## config.mk

```make
export PLATFORM = sky130hd
export DESIGN_NAME = microcode_sequencer
export DESIGN_NICKNAME = d
export VERILOG_FILES = /design/src/rtl/microcode_sequencer_pkg.sv /design/src/rtl/microcode_sequencer_seq_ctl.sv /design/src/rtl/microcode_sequencer.sv
export SDC_FILE = /design/constraint.sdc
export NUM_CORES = 1
export LEC_CHECK = 0
export CORE_MARGIN = 8
export CORE_UTILIZATION = 35
export CTS_CLUSTER_SIZE = 40
export DETAILED_ROUTE_END_ITERATION = 7
export PLACE_DENSITY_LB_ADDON = 0.3
export SLEW_MARGIN = 20
export SYNTH_ARGS = -nofsm -noshare
export SYNTH_HDL_FRONTEND = slang
export SYNTH_SLANG_ARGS = --single-unit
```

## constraint.sdc

```tcl
create_clock -name clk -period 2.55 [get_ports clk]
set_input_delay 0.765 -clock clk [delete_from_list [all_inputs] [get_ports clk]]
set_output_delay 0.765 -clock clk [all_outputs]
set_load 0.05 [all_outputs]
```

## src/rtl/microcode_sequencer_pkg.sv

```systemverilog
// -----------------------------------------------------------------------------
// microcode_sequencer_pkg
//   Shared microcode definitions for the sequencer: default field widths,
//   positions of the control bits inside a microword, the position of the
//   opcode field inside the instruction register, and the sequencer states.
// -----------------------------------------------------------------------------
package microcode_sequencer_pkg;

    // Default widths
    localparam int OPC_BITS_DEF = 8;   // opcode width
    localparam int T_BITS_DEF   = 3;   // T-state width
    localparam int UW_BITS_DEF  = 16;  // microword / IR / bus width

    // Microword control bits
    localparam int END_BIT_DEF  = 15;  // end of instruction, reset T-state
    localparam int II_BIT_DEF   = 14;  // load IR from bus

    // Opcode lives in the top byte of the IR: ir[OPC_MSB -: OPC_BITS]
    localparam int OPC_MSB      = 15;

    typedef enum logic [1:0] {
        ST_SYNC = 2'b00,
        ST_RUN  = 2'b01,
        ST_HALT = 2'b10
    } seq_state_e;

endpackage

```

## src/rtl/microcode_sequencer_seq_ctl.sv

```systemverilog
// -----------------------------------------------------------------------------
// microcode_sequencer_seq_ctl
//   SYNC/RUN/HALT state machine of the microcode sequencer. Decides when the
//   external T-state counter is held in reset, flags instruction boundaries
//   and freezes the CPU at T0 between instructions while halted.
//
// Ports
//   clk                 rising-edge clock
//   reset_bar           asynchronous active-low reset
//   t_last_i            current T-state is the implicit last step (all ones)
//   uw_end_i            END bit of the current microword
//   halt_req_i          level: halt at the next instruction boundary
//   resume_i            pulse: leave HALT
//   run_o               sequencer is in RUN (microword gated onto ctrl)
//   tstate_reset_bar_o  registered, low holds the T-state counter at 0
//   halted_o            high while in HALT
//   instr_done_o        registered one-cycle pulse after each boundary
// -----------------------------------------------------------------------------
module microcode_sequencer_seq_ctl
    import microcode_sequencer_pkg::*;
(
    input  logic clk,
    input  logic reset_bar,
    input  logic t_last_i,
    input  logic uw_end_i,
    input  logic halt_req_i,
    input  logic resume_i,
    output logic run_o,
    output logic tstate_reset_bar_o,
    output logic halted_o,
    output logic instr_done_o
);

    seq_state_e state_q, state_d;
    logic       tsr_q,   tsr_d;
    logic       done_q,  done_d;
    logic       boundary;

    // An instruction ends either explicitly (END bit) or by running off the
    // last T-state, in which case the counter simply wraps to 0 by itself.
    assign boundary = uw_end_i | t_last_i;

    // NOTE: every signal gets a default before the case so that no path
    // leaves one unassigned; an unassigned path would infer a latch.
    always_comb begin
        state_d = state_q;
        tsr_d   = 1'b1;
        done_d  = 1'b0;

        unique case (state_q)
            ST_SYNC: begin
                // T is guaranteed 0 here because the counter was held in reset.
                if (halt_req_i) begin
                    state_d = ST_HALT;
                    tsr_d   = 1'b0;
                end else begin
                    state_d = ST_RUN;
                end
            end

            ST_RUN: begin
                if (boundary) begin
                    done_d = 1'b1;
                    if (halt_req_i) begin
                        state_d = ST_HALT;
                        tsr_d   = 1'b0;
                    end else if (uw_end_i) begin
                        // One-cycle clear; the counter clears asynchronously
                        // so the next rising edge already sees T=0.
                        tsr_d = 1'b0;
                    end
                end
            end

            ST_HALT: begin
                // resume wins over a still-asserted halt_req; the re-halt
                // then happens at the next boundary.
                if (resume_i) begin
                    state_d = ST_RUN;
                end else begin
                    tsr_d = 1'b0;
                end
            end

            default: begin
                state_d = ST_SYNC;
                tsr_d   = 1'b0;
            end
        endcase
    end

    // NOTE: sequential state uses non-blocking assignments so all registers
    // update together from the values sampled at the edge.
    always_ff @(posedge clk or negedge reset_bar) begin
        if (!reset_bar) begin
            state_q <= ST_SYNC;
            tsr_q   <= 1'b0;
            done_q  <= 1'b0;
        end else begin
            state_q <= state_d;
            tsr_q   <= tsr_d;
            done_q  <= done_d;
        end
    end

    assign run_o              = (state_q == ST_RUN);
    assign halted_o           = (state_q == ST_HALT);
    assign tstate_reset_bar_o = tsr_q;
    assign instr_done_o       = done_q;

endmodule

```

## src/rtl/microcode_sequencer.sv

```systemverilog
// -----------------------------------------------------------------------------
// microcode_sequencer
//   Holds the instruction register, forms the microcode ROM address
//   {opcode, T}, gates the returned microword onto the control outputs and
//   drives the reset of the external T-state counter through seq_ctl.
//
// Ports
//   clk               rising-edge clock (the T-state counter uses the falling edge)
//   reset_bar         asynchronous active-low reset
//   T                 current T-state from the T-state counter
//   uword             microword read from the ROM at uaddr
//   bus               CPU data bus, source for IR loads
//   halt_req          level: halt at the next instruction boundary
//   resume            pulse: leave HALT (ignored elsewhere)
//   uaddr             combinational ROM address {ir opcode, T}
//   ctrl              uword in RUN, zero in SYNC and HALT
//   ir                instruction register
//   tstate_reset_bar  registered reset for the T-state counter (low holds T=0)
//   halted            high while in HALT
//   instr_done        one-cycle pulse after each instruction boundary
// -----------------------------------------------------------------------------
module microcode_sequencer
    import microcode_sequencer_pkg::*;
#(
    parameter int OPC_BITS = OPC_BITS_DEF,
    parameter int T_BITS   = T_BITS_DEF,
    parameter int UW_BITS  = UW_BITS_DEF,
    parameter int END_BIT  = END_BIT_DEF,
    parameter int II_BIT   = II_BIT_DEF
) (
    input  logic                         clk,
    input  logic                         reset_bar,
    input  logic [T_BITS-1:0]            T,
    input  logic [UW_BITS-1:0]           uword,
    input  logic [UW_BITS-1:0]           bus,
    input  logic                         halt_req,
    input  logic                         resume,
    output logic [OPC_BITS+T_BITS-1:0]   uaddr,
    output logic [UW_BITS-1:0]           ctrl,
    output logic [UW_BITS-1:0]           ir,
    output logic                         tstate_reset_bar,
    output logic                         halted,
    output logic                         instr_done
);

    logic [UW_BITS-1:0] ir_q, ir_d;
    logic               run;

    microcode_sequencer_seq_ctl u_seq_ctl (
        .clk                (clk),
        .reset_bar          (reset_bar),
        .t_last_i           (&T),
        .uw_end_i           (uword[END_BIT]),
        .halt_req_i         (halt_req),
        .resume_i           (resume),
        .run_o              (run),
        .tstate_reset_bar_o (tstate_reset_bar),
        .halted_o           (halted),
        .instr_done_o       (instr_done)
    );

    // IR only loads while running; in SYNC/HALT the microword is not acted on.
    always_comb begin
        ir_d = ir_q;
        if (run && uword[II_BIT]) begin
            ir_d = bus;
        end
    end

    always_ff @(posedge clk or negedge reset_bar) begin
        if (!reset_bar) begin
            ir_q <= '0;
        end else begin
            ir_q <= ir_d;
        end
    end

    assign ir    = ir_q;
    assign uaddr = {ir_q[OPC_MSB -: OPC_BITS], T};
    assign ctrl  = run ? uword : '0;

endmodule

```

==> results of run 1 <==
[report_power, final]
part	internal (mW)	switching, mW
registers	0.466	0.0986
clock network	0.0547	0.0821
logic	0.801	1.22
total	1.32	1.40
[cell type report]
class | instances | area, um2 | share of cell area (%)
Sequential cell | 20 | 500 | 24.5
Timing Repair Buffer | 86 | 1040 | 51.0
Multi-Input combinational cell | 47 | 432 | 21.1
Clock buffer | 3 | 22.5 | 1.10
Tap cell | 31 | 38.8 | 1.90
Inverter | 2 | 7.51 | 0.367
[state kept, by name, summed over array words and instances (netlist names)]
name,flops
u_seq_ctl.state_q,2
u_seq_ctl.tstate_reset_bar_o,1
u_seq_ctl.instr_done_o,1
ir,16
[worst max path at each step]
stage / startpoint / endpoint / slack [ns] / depth (start not counted)
after global placement: uword[15] / ctrl[15] / 0.18 / 3
after global routing: uword[15] / ctrl[15] / 0.12 / 3
after CTS: uword[15] / ctrl[15] / 0.15 / 3
after floorplan: uword[14] / ctrl[14] / 0.49 / 3
final: uword[15] / ctrl[15] / 0.15 / 3
after detailed placement: uword[15] / ctrl[15] / 0.16 / 3
[cells in the mapped netlist]
cell and instances:
o2bb2ai_1 1, nand2_1 1, nand2b_1 1, and2_1 10
buf_4 11, inv_1 2, a21oi_1 1, a211o_1 1
nor2b_4 1, a311oi_2 1, and2_2 5, a31oi_1 1
or3_1 1, mux2_4 9, nor2_1 3, nand2_4 1
and2b_1 1, or2b_1 1, clkbuf_1 1, buf_6 1
dfrtp_1 20, mux2_2 7, or2_2 1
[cell usage in the layout (no fill, tap or decap), drive strengths merged]
master / netlist / layout
a31oi: 1 / 1
a211o: 1 / 1
or2b: 1 / 1
nand2b: 1 / 1
a311oi: 1 / 1
clkbuf: 1 / 3
nand2: 2 / 2
nor2b: 1 / 1
clkdlybuf4s50: 0 / 64
mux2: 16 / 16
dfrtp: 20 / 20
buf: 12 / 22
or3: 1 / 1
inv: 2 / 2
o2bb2ai: 1 / 1
or2: 1 / 1
and2b: 1 / 1
nor2: 3 / 3
and2: 15 / 15
a21oi: 1 / 1
[worst register-to-register path, cell delays in order, from the launching register on]
cell     delay (ns)
dfrtp_1        0.48
nor2b_4        0.31
nand2_4        0.08
buf_4          0.22
mux2_4         0.33
[kinds of logic (layout without fill, tap and decap cells)]
kind of cell	Yosys count	count (layout)	share of synthesized area (%)
DFF	20	20	48.3
and+or+nand+nor	26	26	16.8
AOI/OAI and AO/OA	5	5	4.22
muxes	16	16	20.6
buffers and inverters	15	91	10.1
[routing by layer]
layer | wire, um | vias up
li1 | - | 416
met1 | 1090 | 397
met2 | 1430 | 64
met3 | 633 | 2
met4 | 29 | 0
met5 | 0 | -
==> run metrics, run 1 <==
max-slew violations 0; RSZ-0062 raised after global routing no; Clock Pin Slew Worst Setup and Hold Paths 0.09 ns; remaining antenna violation count 0; Worst Tran Pin Value 0.537 ns; Core ar. 2780 um2; Crit Reg-Reg Endpoint ir[3]; initial antenna violation count 0; Reg2Reg Depth 4; final hold viol count 0; Synth Register Bits 20; busiest grt layer met2; placed instance area 2020 um2; min-delay worst type flip-flop to flip-flop; Relative slew margins 64.1%; reg2reg setup slack 1.03 ns; synth warn 0; post-synthesis cell area 1040 um2; GR Util met1 12.4%; GR met3 Demand/Resource 10.7%; Die Y 70.4 um; WP data arrival 1.63 ns; Setup TNS Final 0 ns; # IOs 85; first-pass GRT wire length 5.29 mm; worst path cell trace clkdlybuf4s50_1, and2_2, buf_12; crit path max fanout 4; total clock sinks 20; total power 2.72 mW; Syn Nets 121; Nets 199; DRC violations left 0; Critical-path top delay cell clkdlybuf4s50_1; final cell count without fillers 189; top-area cell type share of the netlist area 48.3%; Place WS 0.157 ns; Fillers 198; hold path start ir[7]; vias in the first global route 1,030; Final setup viols 0; via/cell ratio 4.65; CP peak stage delay 0.54 ns; CTS Hold Buffers Added 0; register area share after synthesis 48.3%; Initial DRC Count 27; ant diodes 0; Mean Syn Cell Area 12.6 um2; Critical Path RT 1.79 ns; Post-CTS Resized 0; Root Buffer clkbuf_4; Die Wd 70.4 um; Reg2Reg Launch Point u_seq_ctl.state_q[1]; Final GP Congestion 0.819; largest net degree at the start of global routing 21; GRT met2 Usage 19.9%; IO buf count 84; area grow syn2layout 97.1%; number of setup buffers added after CTS 0; Max-Cap Viols 0; Pre-antenna DRT Iters 3; CTS max path bufs 2; post-route cell area 2040 um2; H-tree levels 1; count of cell types in the netlist 23; Worst Hold Endpoint ir[7]; largest area contributor in the netlist dfrtp_1; TritonCTS clock tree done; top cells by area, synth dfrtp_1 48%, mux2_4 13%, buf_4 8.0%; Max Fclk 417 MHz; family with the most delay on the worst path buffers and inverters; Skew-Pair Late Insertion Delay 0.28 ns; routed vias 879; power per cell area 1330 nW/um2; Tot GR Track Use 13.0%; Final min period 2.40 ns; endpoint kind of the worst setup timing path output pin; Cells after DPL 186; grt ovf 0; Final WS setup 0.152 ns; Placement Rows 19; Final Cycle Share 94.0%; layout cell share with drive strength beyond 1 31.6%; final core occ 73.5%; hold path depth 1; Setup Skew 0.00500 ns; Setup crit start kind input port; Starting Density 37.3%; Post-Syn Instances 82; worst path bufs/invs 2; Avg WL per Cell 16.9 um; worst hold slack 0.515 ns; Crit Path Class input port to output pin; Die ar. 4960 um2; Routed WL 3.19 mm; DP HPWL 2.73 mm; Pleak 0.908 nW; status finished, final reports clean; Num CTS Buffers 3; maximum vdd drop 1.15 mV
No activity file was read; power rests on OpenSTA's default activity.
==> run 2, diff against run 1 <==
--- a/config.mk
+++ b/config.mk
@@ -5,7 +5,8 @@
 export SDC_FILE = /design/constraint.sdc
 export NUM_CORES = 1
 export LEC_CHECK = 0
-export CORE_MARGIN = 8
+export CAP_MARGIN = 10
+export CORE_MARGIN = 2
 export CORE_UTILIZATION = 35
 export CTS_CLUSTER_SIZE = 40
 export DETAILED_ROUTE_END_ITERATION = 7
==> run metrics, run 2 (synthesis results as in run 1) <==
final hold viol count 0; Crit Path Class input port to output pin; via/cell ratio 4.60; clock power share 5.1%; layout cell share with drive strength beyond 1 31.6%; internal power 1.32 mW; CTS Hold Buffers Added 0; vias in the first global route 933; Crit Reg-Reg Endpoint ir[0]; hold path depth 1; Post-CTS Resized 0; reg2reg setup slack 1.06 ns; worst hold slack 0.514 ns; Root Buffer clkbuf_4; Nets 199; # IOs 85; area grow syn2layout 97.1%; Final GP Congestion 0.650; status finished, final reports clean; Placement Rows 19; Setup Skew 0.000961 ns; Worst Hold Endpoint ir[6]; Fillers 206; Pre-antenna DRT Iters 4; Reg2Reg Launch Point u_seq_ctl.state_q[1]; initial antenna violation count 0; Core ar. 2780 um2; Clock Pin Slew Worst Setup and Hold Paths 0.10 ns; Die Wd 58.4 um; number of setup buffers added after CTS 0; Starting Density 37.3%; most frequent cells in the layout 64 x clkdlybuf4s50_1, 20 x dfrtp_1, 19 x buf_12; ant diodes 0; Setup TNS Final 0 ns; Avg WL per Cell 14.1 um; switching part of the total power 51.2%; Critical-path top delay cell clkdlybuf4s50_1; maximum vdd drop 1.10 mV; crit path max fanout 4; power per cell area 1320 nW/um2; endpoint kind of the worst setup timing path output pin; final core occ 73.5%; most common cell after layout, fill and taps aside clkdlybuf4s50_1; NetSw 1.39 mW; Worst Tran Pin Value 0.531 ns; Die ar. 3420 um2; Num CTS Buffers 3; family with the most delay on the worst path buffers and inverters; DP HPWL 2.24 mm; Max-Cap Viols 0; Final min period 2.42 ns; Combinational Power Share 74.0%; DRC violations left 0; Final setup viols 0; Largest register FFs 16; placed instance area 2020 um2; Routed WL 2.66 mm; Sequential Power Share 20.9%; Critical Path RT 1.79 ns; CTS max path bufs 2; first-pass GRT wire length 4.36 mm; Tot GR Track Use 16.6%; grt ovf 0; Storage cell area 500 um2; Final Cycle Share 94.9%; remaining antenna violation count 0; H-tree levels 1; total clock sinks 20; area of the multi-input gates 432 um2; hold path start ir[6]; Relative slew margins 64.5%; Initial DRC Count 16; max-slew violations 0; routed vias 870; worst path bufs/invs 2; Setup crit start kind input port; CP peak stage delay 0.56 ns; RSZ-0062 raised after global routing no; WP data arrival 1.66 ns; largest net degree at the start of global routing 21; IO buf count 84; Max Fclk 413 MHz; Pleak 0.908 nW; TritonCTS clock tree done; Skew-Pair Late Insertion Delay 0.28 ns; Die Y 58.4 um; post-route cell area 2040 um2; min-delay worst type flip-flop to flip-flop; Reg2Reg Depth 4; worst path cell trace clkdlybuf4s50_1, and2_2, buf_12
## run 2: cell counts in the layout (fill, tap and decap cells not counted)
No cell type changed its count.
## run 2: power groups by stage
stage / Sequential [mW] / Combinational [mW] / Clock (mW)
2_1_floorplan: 1.06 / 0.844 / 0
3_3_place_gp: 0.556 / 2.00 / 0
3_5_place_dp: 0.574 / 2.02 / 0
4_1_cts: 0.566 / 2.02 / 0.149
5_1_grt: 0.588 / 2.08 / 0.160
6_report: 0.565 / 2.01 / 0.138
## run 2: area by class of cell
cell class,instances,area share [%]
clock buffer,3,1.10
inverter,2,0.367
tap,31,1.90
sequential,20,24.5
multi-input combinational,47,21.1
timing repair buffer,86,51.0
## run 2: through the flow
step,std cells,power (mW),setup WS (ns)
finish,189,2.71,0.130
global route,189,2.82,0.123
CTS,189,2.74,0.152
detailed placement,186,2.59,0.153
global placement,186,2.56,0.175
floorplan,82,1.90,0.486
## run 2: worst max path at each step
stage | end | cells after the start | slack [ns] | from
after floorplan | ctrl[14] | 3 | 0.49 | uword[14]
after global placement | ctrl[15] | 3 | 0.18 | uword[15]
after detailed placement | ctrl[15] | 3 | 0.15 | uword[15]
after CTS | ctrl[15] | 3 | 0.15 | uword[15]
after global routing | ctrl[15] | 3 | 0.12 | uword[15]
final | ctrl[15] | 3 | 0.13 | uword[15]
## run 2: per-layer routing
layer,vias up,track usage [%],part of all wire [%],routed length [um]
li1,412,-,-,-
met1,390,19.2,37,996
met2,66,27.8,47,1250
met3,2,7.91,15,405
met4,0,3.99,0.49,13
met5,-,0,0,0
